## config.mk

```make
export PLATFORM = sky130hd
export DESIGN_NAME = ysyx_24070017_ifu
export DESIGN_NICKNAME = d
export VERILOG_FILES = /design/src/rtl/ysyx_24070017_pkg.sv /design/src/rtl/ysyx_24070017_ifu.sv
export SDC_FILE = /design/constraint.sdc
export NUM_CORES = 1
export LEC_CHECK = 0
export ABC_AREA = 1
export BUFFER_PORTS_ARGS = -buffer_cell sky130_fd_sc_hd__buf_2
export CAP_MARGIN = 20
export CORE_MARGIN = 1
export CORE_UTILIZATION = 55
export DETAILED_ROUTE_END_ITERATION = 16
export PLACE_DENSITY = 0.86
export SETUP_SLACK_MARGIN = 0.02
export SLEW_MARGIN = 20
export SYNTH_ARGS = -nofsm -noshare
export SYNTH_HDL_FRONTEND = slang
export SYNTH_SLANG_ARGS = --single-unit
```

## constraint.sdc

```tcl
create_clock -name clk -period 4.9 [get_ports clk]
set_clock_uncertainty 0.1 [all_clocks]
set_input_delay 0.735 -clock clk [delete_from_list [all_inputs] [get_ports clk]]
set_output_delay 0.735 -clock clk [all_outputs]
set_load 0.02 [all_outputs]
```

## src/rtl/ysyx_24070017_pkg.sv

```systemverilog
// Shared types and constants for the ysyx_24070017 instruction fetch unit.
package ysyx_24070017_pkg;

    typedef logic [31:0] ysyx_24070017_WORD_TYPE;

    localparam ysyx_24070017_WORD_TYPE RESET_PC_DEFAULT = 32'h8000_0000;
    localparam ysyx_24070017_WORD_TYPE NOP_INST         = 32'h0000_0013;

    localparam logic [1:0] FETCH_ERR_OK       = 2'b00;
    localparam logic [1:0] FETCH_ERR_ACCESS   = 2'b01;
    localparam logic [1:0] FETCH_ERR_MISALIGN = 2'b10;

    typedef enum logic [1:0] {
        ST_REQ  = 2'd0,
        ST_WAIT = 2'd1,
        ST_HOLD = 2'd2
    } ifu_state_e;

    function automatic logic is_misaligned(input ysyx_24070017_WORD_TYPE pc);
        return pc[1:0] != 2'b00;
    endfunction

endpackage

```

## src/rtl/ysyx_24070017_ifu.sv

```systemverilog
// Instruction fetch unit: one outstanding imem read, single-entry output buffer
// toward IDU, PC redirect from EXU with squash of any in-flight fetch.
module ysyx_24070017_ifu
    import ysyx_24070017_pkg::*;
#(
    parameter ysyx_24070017_WORD_TYPE RESET_PC = RESET_PC_DEFAULT
) (
    input  logic        clk,
    input  logic        rst_n,
    output logic        imem_req_valid,
    input  logic        imem_req_ready,
    output logic [31:0] imem_req_addr,
    input  logic        imem_resp_valid,
    input  logic [31:0] imem_resp_data,
    input  logic        imem_resp_err,
    input  logic        redirect_valid,
    input  logic [31:0] redirect_pc,
    output logic        out_valid,
    input  logic        out_ready,
    output logic [31:0] out_pc,
    output logic [31:0] out_inst,
    output logic [1:0]  out_err
);

    ifu_state_e             state_q, state_d;
    ysyx_24070017_WORD_TYPE pc_q, pc_d;
    logic                   drop_q, drop_d;
    ysyx_24070017_WORD_TYPE opc_q, opc_d;
    ysyx_24070017_WORD_TYPE inst_q, inst_d;
    logic [1:0]             err_q, err_d;

    logic req_fire;

    // A misaligned PC never reaches memory; the request line is also held low in reset.
    assign imem_req_valid = rst_n && (state_q == ST_REQ) && !is_misaligned(pc_q);
    assign imem_req_addr  = {pc_q[31:2], 2'b00};
    assign req_fire       = imem_req_valid && imem_req_ready;

    assign out_valid = (state_q == ST_HOLD);
    assign out_pc    = opc_q;
    assign out_inst  = inst_q;
    assign out_err   = err_q;

    always_comb begin
        state_d = state_q;
        pc_d    = pc_q;
        drop_d  = drop_q;
        opc_d   = opc_q;
        inst_d  = inst_q;
        err_d   = err_q;

        unique case (state_q)
            ST_REQ: begin
                if (redirect_valid) begin
                    pc_d = redirect_pc;
                    if (req_fire) begin
                        state_d = ST_WAIT;
                        drop_d  = 1'b1;
                    end
                end else if (is_misaligned(pc_q)) begin
                    opc_d   = pc_q;
                    inst_d  = NOP_INST;
                    err_d   = FETCH_ERR_MISALIGN;
                    state_d = ST_HOLD;
                end else if (req_fire) begin
                    state_d = ST_WAIT;
                end
            end
            ST_WAIT: begin
                if (redirect_valid) pc_d = redirect_pc;
                // A redirect coinciding with the response squashes that response too.
                if (imem_resp_valid) begin
                    drop_d = 1'b0;
                    if (drop_q || redirect_valid) begin
                        state_d = ST_REQ;
                    end else begin
                        opc_d   = pc_q;
                        inst_d  = imem_resp_data;
                        err_d   = imem_resp_err ? FETCH_ERR_ACCESS : FETCH_ERR_OK;
                        state_d = ST_HOLD;
                    end
                end else if (redirect_valid) begin
                    drop_d = 1'b1;
                end
            end
            ST_HOLD: begin
                if (redirect_valid) begin
                    pc_d    = redirect_pc;
                    state_d = ST_REQ;
                end else if (out_ready) begin
                    pc_d    = pc_q + 32'd4;
                    state_d = ST_REQ;
                end
            end
            default: state_d = ST_REQ;
        endcase
    end

    always_ff @(posedge clk or negedge rst_n) begin
        if (!rst_n) begin
            state_q <= ST_REQ;
            pc_q    <= RESET_PC;
            drop_q  <= 1'b0;
            opc_q   <= '0;
            inst_q  <= '0;
            err_q   <= FETCH_ERR_OK;
        end else begin
            state_q <= state_d;
            pc_q    <= pc_d;
            drop_q  <= drop_d;
            opc_q   <= opc_d;
            inst_q  <= inst_d;
            err_q   <= err_d;
        end
    end

endmodule

```

# --- Word-level counts from Yosys, hierarchy flattened ---
# Index checks and enable logic that the tools add are counted.
totals:
  latchBits: 0
  register_bits: 101
  word_cells: 65
  mem_bits_rw: 0
  out_inout_bits: 100
  mem_count: 0
  mem_bits_ro: 0
op_classes:
  n_eq_ne: 11
  n_addsub: 1
  n_bitwise: 0
  shift: 0
  n_lt_le_gt_ge: 0
  n_mul: 0
  n_div: 0
  n_mux: 33
  reduce_logical: 14
op_table:
  columns: ["operator", "n"]
  rows:
  - ["32-bit two-way mux", 11]
  - ["32-bit one-hot mux with 2 select lines", 3]
  - ["32-bit by 3-bit adder with 32-bit output, second input constant", 1]
  - ["2-bit two-way mux", 11]
  - ["2-bit inequality test, second input constant", 5]
  - ["2-bit one-hot mux with 3 select lines", 1]
  - ["2-bit nonzero test", 3]
  - ["1-bit two-way mux", 5]
  - ["5-bit AND reduction", 1]
  - ["2-bit by 1-bit inequality test with 1-bit output, second input constant", 2]
  - ["2-bit one-hot mux with 2 select lines", 1]
  - ["4-bit AND reduction", 1]
  - ["1-bit logical AND", 3]
  - ["3-bit by 2-bit inequality test with 1-bit output, second input constant", 1]
  - ["3-bit inequality test, second input constant", 1]
  - ["3-bit AND reduction", 1]
  - ["2-bit by 1-bit equality test with 1-bit output, second input constant", 1]
  - ["2-bit equality test, second input constant", 1]
  - ["2-bit logical NOT", 1]
  - ["1-bit one-hot mux with 2 select lines", 1]
  - ["2-bit AND reduction", 1]
  - ["2-bit OR reduction", 1]
  - ["1-bit logical NOT", 1]
  - ["1-bit logical OR", 1]

# --- Longest topological paths before layout ---
# Gate-level depths: netlist of run 1.
logic_depth:
  word_depth: 8
  ltp_mapped: 11
  mapped_depth_nobuf: 11

# --- Least setup slack after synthesis of run 1 ---
# OpenSTA, ideal clock, no wires.
synth_timing:
  path_kind: "input -> output"
  from: "input rst_n"
  to: "output imem_req_valid"
  n_path_buf: 0
  arrival_time_ns: 1.060
  path_stages: 2
  required_ns: 4.065
  setup_slack_ns: 3.005
  cell_sequence: "inv_1 > nor2_1"
synth_between:
  elab_chain_len: 2
synth_lines:
  columns: ["element", "line_no", "rtl"]
  rows:
  - ["from (decl)", "ysyx_24070017_ifu.sv:9", "input logic rst_n,"]
  - ["1-bit logical AND (2 in a row)", "ysyx_24070017_ifu.sv:35", "assign imem_req_valid = rst_n && (state_q == ST_REQ) && !is_misaligned(pc_q);"]
  - ["to (decl)", "ysyx_24070017_ifu.sv:10", "output logic imem_req_valid,"]
# No other way between the ends.

# --- Worst setup path in the final report of run 1 ---
layout_timing:
  from: "input redirect_valid"
  to: "register inst_q[1], in the netlist out_inst[1]"
layout_between:
  elab_chain_len: 3
  elab_cells_between_ends: 4
  cone_classes: "2 x eq/ne; 2 x reduce/logical"
layout_lines:
  columns: ["element", "line_no", "rtl"]
  rows:
  - ["from (decl)", "ysyx_24070017_ifu.sv:16", "input logic redirect_valid,"]
  - ["1-bit logical OR", "ysyx_24070017_ifu.sv:74", "if (drop_q || redirect_valid) begin"]
  - ["2-bit inequality test (no source line)", null, null]
  - ["5-bit AND reduction (no source line) *", null, null]
  - ["to (signal assigned)", "ysyx_24070017_ifu.sv:112", "inst_q <= inst_d;"]
  - ["to (decl)", "ysyx_24070017_ifu.sv:29", "ysyx_24070017_WORD_TYPE inst_q, inst_d;"]
# Mark *: on every way between the ends. The rest lies on a longest branch, timed or not.
# A chain may end at the register's enable or synchronous reset.

==> run_results.csv, run 1 <==
group,metric,value,unit
placement,dp_slack,1.93,ns
die,die_h,99.3,µm
route,wl,13.2,mm
synth,seq_area_frac_synth,0.486,
timing,setup_viol,0,
pwr,switchingPower,0.00128,W
pwr,power.internal,0.00165,W
clocking,cts_resized,0,
clocking,clock_sinks,101,
clocking,cts_made_buffers,9,
pwr,p_comb_frac,0.380,
route,ant_nets,0,
pwr,clockPowerShare,0.183,
final_layout,fill_cells,803,
synth,synth.distinct_cells,34,
clocking,worstSkewPairLatency,0.36,ns
clocking,post-cts-setup-buffers,0,
synth,syn-instance-count,644,
pwr,p_leak,3.20,nW
synth,yosysTopAreaCellShare,0.481,
pwr,vdd_drop_max,221,µV
timing,rsz0062_at_grt,"false",
route,via_count,4739,
worst_setup_path,path_cells,"buf_2 > nor2_1 > o21ai_0 > inv_1 > nand3_2 > buf_4 > inv_2 > o22a_1",
route,drt_iter0_drc,277,
die,core,0.00920,mm²
timing,tns,0,ns
clocking,path_clk_slew,0.09,ns
grt,grt_pass1_wl,21.0,mm
route,drc,0,
timing,fmax,382,MHz
synth,synth.ff_latch_count,101,
die,die_x,99.3,µm
grt,antenna_found_initial,0,
worst_setup_path,cp-end-kind,"flip-flop",
clocking,cts-root-buf,"clkbuf_8",
clocking,ctsHoldBuffers,0,
synth,yosysTopAreaCell,"dfrtp_1",
die,num_rows,35,
die,pin_count,171,
route,first_pass_iters,5,
final_layout,drive_gt1_frac,0.267,
route,wl_per_cell,14.9,µm
die,dieArea,0.00986,mm²
final_layout,layout-area-overhead-vs-synth,15.8,%
die,start_util,0.566,
worst_setup_path,slowest_stage,"nand3_2",
placement,io_buffers,168,
synth,synth_area,0.00521,mm²
clocking,cts_tree,"done",
worst_setup_path,crit_arrival,2.81,ns
worst_setup_path,max_stage_delay,0.74,ns
timing,worst_slack,2.28,ns
worst_setup_path,crit_type,"in2reg",
status,status,"finished clean",
synth,yosysWarningCount,0,
worst_setup_path,start_kind,"input port",
placement,gp_congestion,0.920,
worst_hold_path,hold_path.class,"in2async",
timing,tightest_slew,0.974,ns
grt,grt_max_degree,66,
final_layout,fin_nets,844,
route,via_per_inst,5.34,
timing,hold_viol,0,
worst_setup_path,cp.required,5.10,ns
clocking,htreeDepth,3,
timing,post-route-period-util,0.534,
final_layout,antenna_cells,0,
synth,synth.avg_cell_area,8.08,µm²
timing,finalCriticalPeriod,2.62,ns
synth,synth.area.top_cells,"dfrtp_1, nand2_1, a22o_1",
pwr,p_per_area,486,mW/mm²
grt,grtUsageTotal,0.274,
placement,hpwl,9.89,mm
pwr,seqPwrFrac,0.437,
grt,grt_pass1_vias,4295,
run,max_cap_viol_count,0,
pwr,switching_share,0.438,
timing,max_slew_margin,0.350,
grt,grt_overflow_total,0,
worst_setup_path,cp_max_fo,53,
timing,drv_slew,0,
clocking,clk_path_buf_depth,2,
[cell families after synthesis]
kind of cell	count (synthesis)	share of synthesized area
xor gates and xnor gates	2	0.00337
buffers and inverters	108	0.112
AOI/OAI and AO/OA	119	0.148
and+or+nand+nor	312	0.247
adders and majority gates	1	0.00240
other	1	0.000720
DFF	101	0.486
[cell usage in the layout, fill, tap and decap left out, types with 5 or more instances in the layout]
cell type  instances
o21a_1            15
o22ai_1            5
nand3_1           33
nor2_1            54
o21ai_0           45
dfrtp_1          100
inv_1             50
buf_2            167
nand2_1          203
clkbuf_8          10
a21oi_1           15
or2_2              6
a22o_1            30
[power by group through the flow]
stage          registers, W  clock network [W]  logic, W
2_1_floorplan       0.00137                  0  0.000731
3_3_place_gp        0.00128                  0   0.00109
3_5_place_dp        0.00129                  0   0.00112
4_1_cts             0.00127           0.000542   0.00112
5_1_grt             0.00131           0.000576   0.00123
6_report            0.00128           0.000535   0.00111
[area by class of cell]
type | count | area [µm²] | share of cell area
clock buffer | 10 | 138 | 0.0228
clock inverter | 5 | 58.8 | 0.00976
inverter | 53 | 201 | 0.0334
multi-input combinational | 436 | 2100 | 0.348
sequential | 101 | 2530 | 0.419
tap | 111 | 139 | 0.0230
timing repair buffer | 171 | 866 | 0.144
[cells in the mapped netlist, drive strengths merged]
| library cell | number |
|---|---|
| or2 | 6 |
| nor3 | 2 |
| a22oi | 1 |
| o22ai | 5 |
| xnor2 | 1 |
| nand4 | 3 |
| clkinv | 1 |
| xor2 | 1 |
| dfrtp | 100 |
| o21a | 15 |
| nor2 | 59 |
| conb | 1 |
| inv | 52 |
| o22a | 3 |
| nand3 | 35 |
| dfstp | 1 |
| buf | 53 |
| a31oi | 1 |
| a22o | 30 |
| nand2 | 207 |
| o21ai | 49 |
| clkbuf | 2 |
| a21oi | 15 |
| ha | 1 |
[stage by stage]
step           total power (W)  utilization  hold slack [ns]  cell area [µm²]  std cells
2_1_floorplan          0.00210            -            0.339             5210        645
3_3_place_gp           0.00237        0.634            0.365             5830        872
3_5_place_dp           0.00240        0.634            0.368             5830        872
4_1_cts                0.00293        0.656            0.231             6030        887
5_1_grt                0.00312        0.656            0.243             6030        887
6_report               0.00293        0.656            0.220             6030        887
[registers in the layout (all words and copies together), names as in the netlist]
| signal | flops |
|---|---|
| out_inst | 32 |
| out_pc | 32 |
| pc_q | 32 |
| out_err | 2 |
| state_q | 2 |
| drop_q | 1 |
[final timing paths]
path	slack (ns)	to	start	cells after the start
setup / recovery	2.28	out_inst[1]$_DFFE_PN0P_	redirect_valid	8
hold / removal	0.22	out_inst[28]$_DFFE_PN0P_	rst_n	1
setup reg to reg	2.32	out_inst[1]$_DFFE_PN0P_	state_q[1]$_DFFE_PN0P_	7
hold reg to reg	0.39	out_pc[31]$_DFFE_PN0P_	out_pc[31]$_DFFE_PN0P_	2
max in group asynchronous	3.30	out_pc[7]$_DFFE_PN0P_	rst_n	2
min in group clk	0.39	out_pc[31]$_DFFE_PN0P_	out_pc[31]$_DFFE_PN0P_	2
[critical path, delay by kind of cell]
kind / cells / cell delay [ns]
buf+inv: 4 / 0.96
simple gates: 2 / 0.87
compound gates: 2 / 0.25
[metal layers]
metal | vias up | track usage | wire length (µm)
li1 | 2309 | - | -
met1 | 2182 | 0.368 | 5760
met2 | 219 | 0.456 | 6290
met3 | 29 | 0.0358 | 872
met4 | 0 | 0.105 | 319
met5 | - | 0 | 0
Power figures use the tool's default switching activity.
==> run 2, diff against run 1 <==
--- a/config.mk
+++ b/config.mk
@@ -5,13 +5,13 @@
 export SDC_FILE = /design/constraint.sdc
 export NUM_CORES = 1
 export LEC_CHECK = 0
-export ABC_AREA = 1
+export ABC_AREA = 0
 export BUFFER_PORTS_ARGS = -buffer_cell sky130_fd_sc_hd__buf_2
 export CAP_MARGIN = 20
 export CORE_MARGIN = 1
-export CORE_UTILIZATION = 55
+export CORE_UTILIZATION = 45
 export DETAILED_ROUTE_END_ITERATION = 16
-export PLACE_DENSITY = 0.86
+export PLACE_DENSITY = 0.76
 export SETUP_SLACK_MARGIN = 0.02
 export SLEW_MARGIN = 20
 export SYNTH_ARGS = -nofsm -noshare
==> constraint.sdc (replaced) <==
create_clock -name clk -period 2.4 [get_ports clk]
set_clock_uncertainty 0.1 [all_clocks]
set_input_delay 0.36 -clock clk [delete_from_list [all_inputs] [get_ports clk]]
set_output_delay 0.36 -clock clk [all_outputs]
set_load 0.02 [all_outputs]
==> run_results.csv, run 2 <==
group,metric,value,unit
pwr,p_per_area,1110,mW/mm²
route,drc,0,
clocking,cts-root-buf,"clkbuf_8",
synth,synth_commonest_cells,"nand2_1, dfrtp_1, buf_4",
worst_setup_path,critPathBufInv,1,
synth,synth_ff_type,"dfrtp_1",
die,pin_count,171,
clocking,clock_sinks,101,
synth,synth.area.top_cells,"dfrtp_1, nand2_1, a22o_1",
synth,seq_area_frac_synth,0.518,
route,wl,12.9,mm
synth,synth.distinct_cells,55,
route,top_layer_used,"met4",
route,via_count,4264,
route,ant_nets,0,
die,core,0.0104,mm²
clocking,clk_path_buf_depth,2,
worst_setup_path,start_kind,"flip-flop",
pwr,p_leak,2.98,nW
timing,max_slew_margin,0.643,
route,first_pass_iters,5,
clocking,cts_tree,"done",
pwr,power.internal,0.00364,W
grt,grt_pass1_vias,3955,
worst_setup_path,cp_top_family,"simple AND/OR/NAND/NOR gates",
worst_hold_path,hold_path.class,"in2reg",
die,num_rows,37,
placement,gp_congestion,0.912,
pwr,clockPowerShare,0.177,
route,wl_met1,5.74,mm
die,start_util,0.469,
synth,yosysTopAreaCell,"dfrtp_1",
final_layout,antenna_cells,0,
placement,dp_slack,0.380,ns
timing,post-route-period-util,0.919,
synth,synth.ff_latch_count,101,
final_layout,layout-area-overhead-vs-synth,20.2,%
final_layout,finalNonFillerCells,779,
timing,fmax,453,MHz
clocking,worstSkewPairLatency,0.36,ns
pwr,seqPwrFrac,0.419,
pwr,finalPower,0.00650,W
worst_setup_path,crit_type,"reg2out",
timing,tightest_slew,0.532,ns
clocking,cts_made_buffers,9,
placement,dp_cells,762,
grt,antenna_found_initial,0,
final_layout,layout_commonest_cell,"buf_2",
pwr,switching_share,0.440,
worst_setup_path,cp-end-kind,"primary output",
route,via_per_inst,5.47,
worst_setup_path,cp.required,1.94,ns
worst_setup_path,path_cells,"nor4_1 > and2_1 > buf_2",
final_layout,mostFrequentLayoutCells,"buf_2, nand2_1, dfrtp_1",
die,die_h,106,µm
placement,io_buffers,168,
timing,hold_viol,0,
run,max_cap_viol_count,0,
synth,synth_area,0.00488,mm²
route,wl_per_cell,16.5,µm
synth,yosysTopAreaCellShare,0.513,
clocking,cts_resized,0,
grt,grt_pass1_wl,20.6,mm
synth,syn-instance-count,509,
timing,finalCriticalPeriod,2.21,ns
worst_setup_path,cp_max_fo,8,
timing,worst_slack,0.194,ns
pwr,vdd_drop_max,580,µV
timing,drv_slew,0,
pwr,p_comb_frac,0.404,
final_layout,drive_gt1_frac,0.333,
worst_setup_path,slowest_stage,"nor4_1",
timing,rsz0062_at_grt,"false",
final_layout,utilization,0.563,
synth,synth_edf_count,0,
clocking,path_clk_slew,0.10,ns
final_layout,fin_nets,710,
route,met2WireLength,6.08,mm
route,drt_iter0_drc,452,
worst_setup_path,max_stage_delay,0.52,ns
status,status,"finished clean",
grt,grtUsageTotal,0.234,
synth,yosysMostFrequentCell,"nand2_1",
synth,synth.avg_cell_area,9.59,µm²
timing,setup_viol,0,
grt,grt_max_degree,102,
synth,yosysWarningCount,0,
grt,grt_overflow_total,0,
die,dieArea,0.0113,mm²
synth,async_flop_share,1.00,
pwr,switchingPower,0.00286,W
clocking,htreeDepth,3,
worst_setup_path,crit_arrival,1.75,ns
route,wl_met3,904,µm
timing,tns,0,ns
die,die_x,106,µm
placement,hpwl,9.22,mm
-- run 2: cell types whose count changed after synthesis, sizes merged, moves of 5 or more --
| cell | delta |
|---|---|
| nor2 | -42 |
| nor3 | +5 |
| inv | -48 |
| clkbuf | +8 |
| a21oi | +11 |
| and3 | +8 |
| nand3 | -10 |
| or2 | -5 |
| nand2 | -94 |
| a311oi | +5 |
| nand4 | +5 |
| a2bb2oi | +5 |
| o21a | -13 |
| o21ai | -25 |
-- run 2: worst paths after layout --
path	slack, ns	end	from	cells after the start
max	0.19	imem_req_valid	state_q[0]$_DFFE_PN0P_	3
min	0.11	out_inst[27]$_DFFE_PN0P_	imem_resp_data[27]	2
max reg2reg	0.29	pc_q[22]$_DFFE_PN0P_	pc_q[2]$_DFFE_PN0P_	6
min reg2reg	0.38	out_pc[15]$_DFFE_PN0P_	out_pc[15]$_DFFE_PN0P_	2
max in group asynchronous	1.29	pc_q[9]$_DFFE_PN0P_	rst_n	3
min in group asynchronous	0.50	out_inst[5]$_DFFE_PN0P_	rst_n	3
-- run 2: repair_timing --
item	in CTS	in global routing
buffers inserted	0	0
hold buffers	1	0
endpoints found under the hold margin	27	0
-- run 2: routing by layer --
metal | track usage | up-vias
met2 | 0.369 | 188
met4 | 0.0754 | 0
met3 | 0.0429 | 12
li1 | - | 2020
met1 | 0.328 | 2044
met5 | 0 | -
-- run 2: cells by family after synthesis --
| kind of cell | after synthesis | share of synthesized area |
|---|---|---|
| AND/OR/NAND/NOR | 205 | 0.202 |
| AO/OA/AOI/OAI | 124 | 0.177 |
| buffers and inverters | 71 | 0.0866 |
| flip-flops | 101 | 0.518 |
| multiplexers | 6 | 0.0128 |
| other | 1 | 0.000768 |
| adder cells (fa/ha/maj) | 1 | 0.00256 |
-- run 2: area by class of cell --
class / instances / area [µm²]
clock buffer: 9 / 124
clock inverter: 7 / 93.8
fill: 930 / 4550
inverter: 4 / 15.0
multi-input combinational: 338 / 1940
sequential: 101 / 2530
tap: 136 / 170
timing repair buffer: 184 / 991
-- run 2: worst reg2reg max path, cell delays in order (launching register included) --
cell and delay (ns):
dfrtp_1 0.45, ha_1 0.21, and3_1 0.29, nand3_1 0.28, nor3_1 0.36, nor3_1 0.09
a311oi_1 0.24
-- run 2: stage by stage --
step	hold slack [ns]	instance area, µm²
6_report	0.108	5870
5_1_grt	0.0844	5870
4_1_cts	0.0896	5870
3_5_place_dp	0.357	5640
3_3_place_gp	0.355	5640
2_1_floorplan	-0.0356	4880
-- run 2: power groups by stage --
stage	Clock (W)	Combinational, W	Sequential, W
floorplan	0	0.00165	0.00298
global placement	0	0.00260	0.00273
detailed placement	0	0.00263	0.00275
CTS	0.00118	0.00264	0.00272
global route	0.00125	0.00287	0.00280
finish	0.00115	0.00262	0.00272
